## config.mk

```make
export PLATFORM = sky130hd
export DESIGN_NAME = rv_adc_avg
export DESIGN_NICKNAME = d
export VERILOG_FILES = /design/src/rtl/rv_adc_avg.sv
export SDC_FILE = /design/constraint.sdc
export NUM_CORES = 1
export LEC_CHECK = 0
export CELL_PAD_IN_SITES_DETAIL_PLACEMENT = 0
export CELL_PAD_IN_SITES_GLOBAL_PLACEMENT = 1
export CORE_ASPECT_RATIO = 1.75
export CORE_MARGIN = 2
export CORE_UTILIZATION = 54
export CTS_CLUSTER_DIAMETER = 200
export CTS_CLUSTER_SIZE = 25
export DETAILED_ROUTE_END_ITERATION = 6
export PLACE_DENSITY = 0.83
export SETUP_SLACK_MARGIN = 0.2
export SLEW_MARGIN = 20
export SYNTH_ARGS = -nofsm -noshare
export SYNTH_HDL_FRONTEND = slang
export SYNTH_SLANG_ARGS = --single-unit
```

## constraint.sdc

```tcl
create_clock -name clk -period 24.7 [get_ports clk]
set_input_delay 4.94 -clock clk [delete_from_list [all_inputs] [get_ports clk]]
set_output_delay 4.94 -clock clk [all_outputs]
set_load 0.01 [all_outputs]
```

## src/rtl/rv_adc_avg.sv

```systemverilog
// rtl/rv_adc_avg.sv - multi-channel ADC oversampling averager with min/max tracking and threshold alarms
module rv_adc_avg #(
  parameter int NCH     = 8,
  parameter int DW      = 12,
  parameter int AVG_MAX = 6,
  parameter int AW      = 5
) (
  input  logic                   clk,
  input  logic                   xreset,
  input  logic [AW-1:0]          adr,
  input  logic                   cs,
  output logic                   rdy,
  input  logic [3:0]             we,
  input  logic                   re,
  input  logic [31:0]            dw,
  output logic [31:0]            dr,
  input  logic                   s_valid,
  output logic                   s_ready,
  input  logic [$clog2(NCH)-1:0] s_ch,
  input  logic [DW-1:0]          s_data,
  output logic                   irq
);
  localparam int CW  = $clog2(NCH);
  localparam int ACW = DW + AVG_MAX;
  localparam logic [AW-1:0] A_CTRL  = AW'(2*NCH);
  localparam logic [AW-1:0] A_ALARM = AW'(2*NCH+1);
  localparam logic [AW-1:0] A_THR   = AW'(2*NCH+2);
  localparam logic [AW-1:0] A_MASK  = AW'(2*NCH+3);
  localparam logic [2:0]    AMAX    = 3'(AVG_MAX);

  logic [ACW-1:0]     acc [NCH];
  logic [AVG_MAX-1:0] cnt [NCH];
  logic [DW-1:0]      avg [NCH];
  logic [DW-1:0]      mn  [NCH];
  logic [DW-1:0]      mx  [NCH];
  logic [NCH-1:0]     newf, alarm, mask;
  logic               en, busy;
  logic [2:0]         n;
  logic [DW-1:0]      thr_hi, thr_lo;
  logic [AW-1:0]      rd_adr;

  logic [31:0]        bm, ctrl_word, thr_word, mask_word, ctrl_nxt, thr_nxt, mask_nxt, rd_val;
  logic               wr, wr_ctrl, wr_alarm, wr_thr, wr_mask, acc_clr, clr_mm, take, done, hit, rd_start;
  logic [NCH-1:0]     alarm_clr, take_k, upd;
  logic [2:0]         neff;
  logic [ACW-1:0]     sum, sh;
  logic [AVG_MAX:0]   cnt_nxt, cnt_tgt;
  logic [DW-1:0]      res;

  assign bm       = {{8{we[3]}}, {8{we[2]}}, {8{we[1]}}, {8{we[0]}}};
  assign wr       = cs & (|we);
  assign wr_ctrl  = wr && (adr == A_CTRL);
  assign wr_alarm = wr && (adr == A_ALARM);
  assign wr_thr   = wr && (adr == A_THR);
  assign wr_mask  = wr && (adr == A_MASK);
  // a byte0 CTRL write discards partial sums, so the stream is held off that cycle
  assign acc_clr  = cs & we[0] & (adr == A_CTRL);
  assign clr_mm   = wr_ctrl & we[1] & dw[9];
  assign s_ready  = en & ~acc_clr;
  assign take     = s_valid & s_ready & (int'(s_ch) < NCH);
  assign rd_start = cs & re & ~busy;
  assign rdy      = ~(rd_start & xreset);

  always_comb begin
    ctrl_word = '0;
    ctrl_word[8] = en;
    ctrl_word[2:0] = n;
    thr_word = '0;
    thr_word[16+:DW] = thr_hi;
    thr_word[0+:DW] = thr_lo;
    mask_word = '0;
    mask_word[NCH-1:0] = mask;
    ctrl_nxt = (ctrl_word & ~bm) | (dw & bm);
    thr_nxt  = (thr_word & ~bm) | (dw & bm);
    mask_nxt = (mask_word & ~bm) | (dw & bm);
    alarm_clr = wr_alarm ? (dw[NCH-1:0] & bm[NCH-1:0]) : '0;
  end

  always_comb begin
    neff    = (n > AMAX) ? AMAX : n;
    sum     = acc[s_ch] + ACW'(s_data);
    sh      = sum >> neff;
    res     = sh[DW-1:0];
    cnt_nxt = {1'b0, cnt[s_ch]} + 1'b1;
    cnt_tgt = (AVG_MAX+1)'(1) << neff;
    done    = take && (cnt_nxt == cnt_tgt);
    hit     = mask[s_ch] & ((res > thr_hi) | (res < thr_lo));
    for (int k = 0; k < NCH; k++) begin
      take_k[k] = take && (s_ch == CW'(k));
      upd[k]    = done && (s_ch == CW'(k));
    end
  end

  always_comb begin
    rd_val = '0;
    for (int k = 0; k < NCH; k++) begin
      if (adr == AW'(k)) begin
        rd_val[31] = newf[k];
        rd_val[DW-1:0] = avg[k];
      end
      if (adr == AW'(NCH+k)) begin
        rd_val[16+:DW] = mx[k];
        rd_val[0+:DW] = mn[k];
      end
    end
    if (adr == A_CTRL)  rd_val = ctrl_word;
    if (adr == A_ALARM) rd_val[NCH-1:0] = alarm;
    if (adr == A_THR)   rd_val = thr_word;
    if (adr == A_MASK)  rd_val = mask_word;
  end

  always_ff @(posedge clk) begin
    if (!xreset) begin
      busy   <= 1'b0;
      rd_adr <= '0;
      dr     <= '0;
      irq    <= 1'b0;
      en     <= 1'b0;
      n      <= '0;
      thr_hi <= '0;
      thr_lo <= '0;
      mask   <= '0;
      newf   <= '0;
      alarm  <= '0;
      for (int k = 0; k < NCH; k++) begin
        acc[k] <= '0;
        cnt[k] <= '0;
        avg[k] <= '0;
        mn[k]  <= '1;
        mx[k]  <= '0;
      end
    end else begin
      busy <= rd_start;
      if (rd_start) begin
        dr     <= rd_val;
        rd_adr <= adr;
      end
      irq <= |(alarm & mask);
      if (wr_ctrl) begin
        en <= ctrl_nxt[8];
        n  <= ctrl_nxt[2:0];
      end
      if (wr_thr) begin
        thr_hi <= thr_nxt[16+:DW];
        thr_lo <= thr_nxt[0+:DW];
      end
      if (wr_mask) mask <= mask_nxt[NCH-1:0];
      for (int k = 0; k < NCH; k++) begin
        if (acc_clr || upd[k]) begin
          acc[k] <= '0;
          cnt[k] <= '0;
        end else if (take_k[k]) begin
          acc[k] <= sum;
          cnt[k] <= cnt_nxt[AVG_MAX-1:0];
        end
        if (upd[k]) avg[k] <= res;
        // a result landing on the read-completion edge wins over the read clear
        if (upd[k]) newf[k] <= 1'b1;
        else if (busy && rd_adr == AW'(k)) newf[k] <= 1'b0;
        if (upd[k] && hit) alarm[k] <= 1'b1;
        else if (alarm_clr[k]) alarm[k] <= 1'b0;
        if (clr_mm) begin
          mn[k] <= upd[k] ? res : '1;
          mx[k] <= upd[k] ? res : '0;
        end else if (upd[k]) begin
          if (res < mn[k]) mn[k] <= res;
          if (res > mx[k]) mx[k] <= res;
        end
      end
    end
  end
endmodule

```

## Word level (Yosys, flattened, before mapping)

Memories as Yosys holds them, arrays and structs flattened.
Cells that the tools add are included.

| word-level totals | value |
|---|---|
| output and inout bits | 35 |
| input bits | 61 |
| memories kept | 5 |
| logic and storage cells | 575 |
| memory bits (writable) | 480 |
| flip-flop bits (word level) | 91 |

| operators by class | value |
|---|---|
| eq/ne operators | 34 |
| reduce and logical (&&, ||, !) cells | 66 |
| bitwise logic cells | 97 |
| multiplexer cells | 324 |
| shift operators | 2 |
| order comparisons | 20 |
| $add $sub $neg | 2 |

Memory list:

| memory | words | bits a word | rd ports | clocked after memory_dff | write ports | line | RTL |
|---|---|---|---|---|---|---|---|
| acc | 8 | 18 | 1 | 0 | 8 | 31 | `logic [ACW-1:0] acc [NCH];` |
| avg | 8 | 12 | 8 | 0 | 8 | 33 | `logic [DW-1:0] avg [NCH];` |
| mn | 8 | 12 | 8 | 0 | 8 | 34 | `logic [DW-1:0] mn [NCH];` |
| mx | 8 | 12 | 8 | 0 | 8 | 35 | `logic [DW-1:0] mx [NCH];` |
| cnt | 8 | 6 | 1 | 0 | 8 | 32 | `logic [AVG_MAX-1:0] cnt [NCH];` |

Operators by type and width:

| kind | count |
|---|---|
| 2-to-1 mux 12 bit | 80 |
| 2-to-1 mux 18 bit | 16 |
| 2-to-1 mux 1 bit | 205 |
| > comparator 12 bit | 9 |
| < comparator 12 bit | 9 |
| 2-to-1 mux 32 bit | 3 |
| 2-to-1 mux 6 bit | 16 |
| bitwise OR 1 bit | 73 |
| AND 28 bit | 2 |
| == test 5 x 3 -> 1 bit (second input constant) | 8 |
| == test 5 x 4 -> 1 bit (second input constant) | 8 |
| logical AND 1 bit | 37 |
| nonzero test 2 bit | 16 |
| NOT 28 bit | 1 |
| bitwise OR 28 bit | 1 |
| AND 8 bit | 3 |
| == test 5 x 2 -> 1 bit (second input constant) | 4 |
| == test 5 bit (second input constant) | 4 |
| adder 18 x 12 -> 18 bit | 1 |
| >> shifter 18 x 3 -> 12 bit | 1 |
| 2-to-1 mux 8 bit | 2 |
| == test 3 bit (second input constant) | 4 |
| AND 1 bit | 11 |
| == test 5 x 1 -> 1 bit (second input constant) | 2 |
| 18 further kinds | 29 |

## Depth between registers and ports, before layout

Gate-level depths: netlist of the first run.

| logic depth | value |
|---|---|
| depth after elaboration | 21 |
| mapped depth | 32 |
| depth with buffers taken out | 22 |

## Worst setup path before layout of the first run

Ideal clock, no wire load.

| timing path | value |
|---|---|
| path type | input to register |
| from | input port s_ch[0] |
| to | register alarm[7] |
| stages on the path | 28 |
| buffers on the path | 7 |
| data required time | 24.612 ns |
| setup time | 0.088 ns |
| slack | 11.994 ns |
| data arrival time | 12.618 ns |
| path through | buf_4 -> buf_4 -> buf_1 -> buf_1 -> mux4_2 -> mux2_2 -> ha_1 -> fa_1 -> a211oi_1 -> o21ai_0 -> a21o_1 -> a21oi_1 -> xor2_1 -> clkbuf_1 -> mux4_2 -> a21o_1 -> clkbuf_1 -> inv_1 -> ha_1 -> a2111oi_0 -> o21ai_0 -> a31o_2 -> a21o_1 -> nor4_1 -> a21oi_1 -> or4b_2 -> clkbuf_1 -> o31ai_1 |

| between the ends | value |
|---|---|
| longest elaborated chain between the ends | 8 |
| elaborated cells on any way between the ends | 18 |
| those cells by class | add/sub (2); order compare (2); eq/ne (2); shift (1); mux (3); bitwise (2); reduce/logical (4); memory (2) |

Ends and longest elaborated chain:

| item | line | RTL |
|---|---|---|
| start: declaration | 19 | `input logic [$clog2(NCH)-1:0] s_ch,` |
| memory read (8 x 18 bit) * | -- |  |
| adder 18 x 12 -> 18 bit * | 81 | `sum = acc[s_ch] + ACW'(s_data);` |
| >> shifter 18 x 3 -> 12 bit * | 82 | `sh = sum >> neff;` |
| net sh[7] | 46 | `logic [ACW-1:0] sum, sh;` |
| > comparator 12 bit / < comparator 12 bit (equally long branches) | 87 | `hit = mask[s_ch] & ((res > thr_hi) \| (res < thr_lo));` |
| bitwise OR 1 bit * | 87 |  |
| AND 1 bit * | 87 |  |
| logical AND 1 bit * | 160 | `if (upd[k] && hit) alarm[k] <= 1'b1;` |
| 2-to-1 mux 1 bit / nonzero test 2 bit (equally long branches) | -- |  |
| end signal: assignment | 124 | `alarm <= '0;` |
| end signal: indexed assignment | 160 |  |
| end signal: indexed assignment | 161 | `else if (alarm_clr[k]) alarm[k] <= 1'b0;` |
| end: declaration | 36 | `logic [NCH-1:0] newf, alarm, mask;` |

The timed path passes the listed nets; every way through them passes the cells marked *. The select of a mux whose other input is x is not followed.
A chain may end at the register's enable or synchronous reset.

==> flow_summary_export.csv, run 1 <==
group,metric,value,unit
place,place.port_buffers,80,
sta,slew_violations,0,
global_route,grt_max_degree,104,
sta,worst_hold_slack,0.4623,ns
global_route,grt_pass1_vias,26020,
global_route,grt-ovfl-total,0,
die,fp.dieW,188.2,µm
synth,synthTopCellsByCount,"edfxtp_1, nand2_1, nor2_1, inv_1, ha_1",
cts,cts_buffer_depth,3,
cts,path_clk_slew,0.10,ns
cts,cts_made_buffers,26,
cells_and_area,fin_nets,3318,
die,start_util,54.45,%
power_and_ir_drop,clock_power_share,23.8,%
sta,fin_crit_sh,52.42,%
synth,synth_area,32080,µm²
die,num_rows,118,
setup_path,required,25.02,ns
cts,ctsHoldBuffers,0,
sta,setup_viol_count_final,0,
synth,synth_edf_count,480,
detailed_routing,drtPass1Iterations,6,
detailed_routing,routedWlPerCell,29.25,µm
detailed_routing,vias,25480,
synth,yosysWarningCount,0,
power_and_ir_drop,seq_power_share,49.4,%
place,globalplace.congestion,0.9803,
synth,ys_types,103,
synth,synth_area_per_cell,10.52,µm²
sta,tns,0,ns
power_and_ir_drop,swShare,33.38,%
power_and_ir_drop,p_int,0.001444,W
setup_path,crit_arrival,13.27,ns
sta,clock_skew,0.03552,ns
power_and_ir_drop,switchingPower,0.0007234,W
power_and_ir_drop,combPwrFrac,26.8,%
synth,synth-seq-cells,564,
cts,cts_num_sinks,564,
cts,cts_root_buf,"clkbuf_16",
run,maxCapViolCount,0,
outcome,status,"complete, no violations",
cts,post_cts_buffers,0,
die,design.core.area,58910,µm²
power_and_ir_drop,power.density,62.89,nW/µm²
sta,rsz0062_at_grt,"no",
cts,cts_tree,"done",
detailed_routing,initialDrtViolationCount,2452,
synth,synth.most_common_cell,"edfxtp_1",
place,place_ws,11.21,ns
die,die-height,326.4,µm
cts,cts_resized,0,
detailed_routing,drt-vias-per-instance,6.641,
global_route,antenna_found_initial,1,
sta,finalCriticalPeriod,12.95,ns
setup_path,start_kind,"input port",
die,ios,96,
setup_path,cp_common_cell,"buf_4",
setup_path,critPathSlowestCell,"nor4b_2",
cts,htreeDepth,1,
cells_and_area,drive_above_1_share,10.27,%
synth,ys_async_sr_fraction,0,%
sta,hold_viol,0,
global_route,grt_usage,36.40,%
setup_path,slowest_delay,0.94,ns
sta,max_slew.worst_pin.slew,1.148,ns
detailed_routing,ant_nets,0,
place,place_hpwl,78980,µm
power_and_ir_drop,power_leakage,13.19,nW
synth,synthCells,3048,
power_and_ir_drop,peakVddDrop,0.06724,mV
setup_path,path_class,"input port to register",
global_route,grt_first_pass_wirelength,164600,µm
setup_path,r2r_cells,24,
setup_path,path_max_fanout,27,
detailed_routing,drc_errors,0,
sta,slew_headroom,23.29,%
detailed_routing,wirelength,112200,µm
synth,synthFlopType,"edfxtp_1",
cells_and_area,areaGrowthSynthToFinish,7.446,%
min_path,hp-class,"register to register",
cts,clk_latency,0.63,ns
synth,yosysTopAreaCellShare,44.94,%
synth,synth_area_leaders,"edfxtp_1, ha_1, dfxtp_1, nand2_1, nor3_1",
synth,yosysTopAreaCell,"edfxtp_1",
sta,timing.fmax,77.23,MHz
min_path,worstHoldPathCells,2,
sta,fin_ws,11.75,ns
setup_path,worstSetupEndpointType,"register",
synth,yosysSeqAreaShare,50.18,%
die,dieArea,61440,µm²
==> sequential cells by signal (all words and copies together) (netlist names), named ones only <==
signal / count
avg: 96
mn: 96
acc: 144
rd_adr: 5
busy: 1
mx: 96
irq: 1
dr: 25
newf: 8
alarm: 8
cnt: 48
==> cells in the final DEF, fill, tap and decap left out, types with 11 or more instances in the layout <==
master           count
nand2b_1            18
mux2i_1             39
clkbuf_1            20
clkbuf_16           27
nor4_1              24
o21ai_0            124
a22oi_1             52
o21a_1              15
buf_4               89
nand2_1            273
nor2_1             261
nor2b_1             31
o22ai_1             16
o221ai_1            18
a211oi_1            14
and3_1              13
clkdlybuf4s50_1     76
dfxtp_1             84
or3_1               11
nor3_2              43
o31ai_1             15
mux4_2              38
inv_1              237
nand4_1             45
nand3_1             76
a21oi_1            145
a21o_1              45
edfxtp_1           480
o211ai_1            11
a221oi_1            26
mux2_2              20
ha_1               220
nor3_1             197
nor2_2              16
a31oi_1             26
==> logic make-up (layout without fill, tap and decap cells) <==
logic type / after synthesis / count (layout) / share of synthesized area (%)
buffers and inverters: 457 / 459 / 5.835
AOI/OAI and AO/OA: 612 / 612 / 12.94
adders and majority gates: 221 / 221 / 8.644
other: 1 / 8 / 0.01169
xor gates and xnor gates: 21 / 21 / 0.6436
muxes: 107 / 107 / 5.317
and+or+nand+nor: 1065 / 1065 / 16.43
DFF: 564 / 564 / 50.18
==> critical path, delay by kind of cell <==
kind	cells	cell delay, ns
compound gates	11	2.28
buf+inv	5	2.11
simple gates	4	1.28
mux	3	1.08
xor+xnor	1	0.82
fa+ha+maj	2	0.70
==> routing by layer <==
layer | vias up | part of all wire [%] | GRT usage [%] | routed length, µm
met3 | 518 | 6.9 | 4.620 | 7794
met5 | - | 0.0098 | 0 | 11
li1 | 11210 | - | - | -
met2 | 1360 | 50 | 63.94 | 55690
met1 | 12390 | 33 | 38.16 | 36690
met4 | 2 | 11 | 32.01 | 12040
==> metrics by stage <==
step | total power (W) | cell area (µm²) | util [%] | instances
2_1_floorplan | 0.001423 | 32100 | - | 3054
3_5_place_dp | 0.001658 | 33670 | 57.16 | 3788
3_3_place_gp | 0.001637 | 33670 | 57.16 | 3788
4_1_cts | 0.002156 | 34440 | 58.46 | 3836
5_1_grt | 0.002239 | 34460 | 58.50 | 3836
6_report | 0.002167 | 34470 | 58.51 | 3837
==> power by group through the flow <==
stage	registers, W	clock network, W	logic (W)
after floorplan	0.00109	0	0.000335
after global placement	0.00109	0	0.000546
after detailed placement	0.00109	0	0.000565
after CTS	0.00107	0.000516	0.000568
after global routing	0.00107	0.000544	0.000621
final	0.00107	0.000515	0.000581
==> layout make-up <==
class | count | area [µm²]
Fill cell | 5033 | 24440
Clock buffer | 47 | 750.7
Sequential cell | 564 | 16100
Antenna cell | 1 | 2.502
Inverter | 242 | 908.4
Multi-Input combinational cell | 2033 | 14270
Clock inverter | 1 | 16.27
Tap cell | 780 | 975.9
Timing Repair Buffer | 169 | 1449
==> final timing paths <==
path         startpoint         to  slack, ns
max             s_ch[0]  mn[1][18]      11.75
min             newf[6]    newf[6]       0.46
max reg2reg   acc[4][0]  mn[1][18]      16.51
min reg2reg     newf[6]    newf[6]       0.46
Note: power is estimated with default switching activity, not from simulation.
==> run 2: changes to the inputs <==
Settings changed: CORE_UTILIZATION 54 to 50, PLACE_DENSITY 0.83 to 0.78.
Clock period 24.7 ns to 12.3 ns, I/O delays scaled along.
==> run 2 against run 1 <==
  * First-iteration DRC count shrank 2.6%
  * Combinational power grew 110%
  * Global-route usage shrank 1.2 points
  * Clock skew grew 0.0028 ns
  * Clock power grew 100%
  * Critical path type unchanged
  * Sequential power grew 100%
  * Hold slack gained 0.00079 ns
  * Critical path depth shrank 1
  * Register-to-register slack lost 12 ns
  * Sequential cell count is the same
  * Worst setup slack lost 9.6 ns
  * Via count shrank 0.19%
==> flow_summary_export.csv, run 2 (same netlist as run 1, synthesis figures left out) <==
group,metric,value,unit
cts,path_clk_slew,0.11,ns
setup_path,crit_arrival,10.49,ns
sta,worst_hold_slack,0.4631,ns
outcome,status,"complete, no violations",
global_route,grt_use_met1,36.98,%
global_route,grt-busiest-layer,"met2",
cts,cts_buffer_depth,3,
place,place_hpwl,82430,µm
cells_and_area,final_cell_mix,"edfxtp_1, nand2_1, nor2_1, inv_1, ha_1",
cells_and_area,areaGrowthSynthToFinish,7.778,%
global_route,grt_pass1_vias,26120,
power_and_ir_drop,switchingPower,0.001493,W
setup_path,worstSetupEndpointType,"register",
setup_path,path_class,"input port to register",
cells_and_area,final_common_cell,"edfxtp_1",
min_path,hp-class,"register to register",
detailed_routing,drtPass1Iterations,6,
power_and_ir_drop,clock_power_share,23.8,%
power_and_ir_drop,power,0.004401,W
setup_path,required,12.64,ns
global_route,grt-ovfl-total,0,
cts,cts_made_buffers,26,
setup_path,crit_family,"compound AO/OA/AOI/OAI gates",
place,placed_cell_area,33770,µm²
place,place.port_buffers,80,
detailed_routing,wirelength,116800,µm
place,globalplace.congestion,0.9716,
detailed_routing,vias,25430,
die,start_util,50.64,%
cts,htreeDepth,1,
min_path,worstHoldPathCells,2,
setup_path,r2r_start,"acc[7][0]",
die,dieArea,66280,µm²
cells_and_area,drive_above_1_share,10.57,%
sta,setup_viol_count_final,0,
cells_and_area,n_fill_cell,5524,
detailed_routing,drc_errors,0,
sta,slew_headroom,19.77,%
global_route,met2_usage,62.59,%
cells_and_area,final_area,34570,µm²
sta,rsz0062_at_grt,"no",
run,maxCapViolCount,0,
detailed_routing,routedWlPerCell,30.18,µm
sta,fin_crit_sh,82.48,%
setup_path,path_max_fanout,21,
global_route,grt_usage,35.21,%
setup_path,cp_num_buf_inv,4,
setup_path,cp.depth,25,
power_and_ir_drop,swShare,33.93,%
die,die-height,339.1,µm
power_and_ir_drop,peakVddDrop,0.1373,mV
cts,ctsHoldBuffers,0,
detailed_routing,drt-vias-per-instance,6.568,
cts,cts_resized,0,
cts,cts_tree,"done",
die,num_rows,122,
global_route,grt_first_pass_wirelength,169600,µm
sta,timing.fmax,98.57,MHz
power_and_ir_drop,seq_power_share,48.9,%
sta,slew_violations,0,
power_and_ir_drop,p_int,0.002908,W
cells_and_area,largest_register_ffs,144,
cells_and_area,fin_cells,3872,
die,ios,96,
setup_path,setup.worst_path.start,"s_ch[0]",
cts,cts_num_sinks,564,
sta,finalCriticalPeriod,10.15,ns
setup_path,slowest_delay,0.84,ns
sta,tns,0,ns
power_and_ir_drop,power_leakage,13.23,nW
cts,clk_latency,0.64,ns
cells_and_area,top_register,"acc",
setup_path,start_kind,"input port",
sta,clock_skew,0.03833,ns
cells_and_area,fin_nets,3327,
global_route,use_met3,4.228,%
global_route,antenna_found_initial,3,
global_route,grt_max_degree,60,
cells_and_area,multi_input_comb_area,14270,µm²
sta,hold_viol,0,
power_and_ir_drop,power.density,127.3,nW/µm²
cts,cts_root_buf,"clkbuf_16",
place,placed_cells,3823,
detailed_routing,ant_nets,0,
sta,max_slew.worst_pin.slew,1.202,ns
die,fp.dieW,195.5,µm
min_path,worstHoldStart,"newf[5]",
power_and_ir_drop,combPwrFrac,27.3,%
cells_and_area,seq_area,16100,µm²
detailed_routing,initialDrtViolationCount,2388,
cts,post_cts_buffers,0,
die,design.core.area,63350,µm²
setup_path,critPathSlowestCell,"nor4b_2",
setup_path,r2r_cells,24,
-- run 2: cell count changes in the layout (fill, tap and decap cells not counted), sizes merged --
cell and delta:
buf +9
-- run 2: per-layer routing --
metal / share of wire [%] / up-vias
met4: 10 / 2
met2: 50 / 1262
met3: 6.7 / 475
li1: - / 11220
met5: 0.010 / -
met1: 33 / 12480
-- run 2: power by group through the flow --
stage	combinational [W]	sequential, W	clock, W
2_1_floorplan	0.000672	0.00219	0
6_report	0.00120	0.00215	0.00105
3_3_place_gp	0.00113	0.00219	0
5_1_grt	0.00128	0.00216	0.00111
4_1_cts	0.00117	0.00215	0.00105
3_5_place_dp	0.00117	0.00219	0
-- run 2: stage by stage --
step	util [%]	worst slack [ns]
2_1_floorplan	-	2.074
3_3_place_gp	53.32	1.775
3_5_place_dp	53.32	1.574
4_1_cts	54.53	2.215
5_1_grt	54.57	1.752
6_report	54.57	2.155
-- run 2: path summary, 6_finish.rpt --
path	slack (ns)	end
setup / recovery	2.15	mn[1][0]
hold / removal	0.46	newf[5]
setup reg to reg	4.49	mn[1][0]
hold reg to reg	0.46	newf[5]
-- run 2: layout make-up --
class,instances,share of cell area (%)
Tap cell,806,2.917
Sequential cell,564,46.56
Antenna cell,1,0.007238
Inverter,242,2.627
Clock inverter,1,0.04705
Timing Repair Buffer,178,4.386
Clock buffer,47,2.171
Multi-Input combinational cell,2033,41.29
-- run 2: tightest hold or removal path, stage by stage, from the launching register on --
cell,delay [ns]
dfxtp_1,0.32
nand2_1,0.05
a21oi_1,0.05
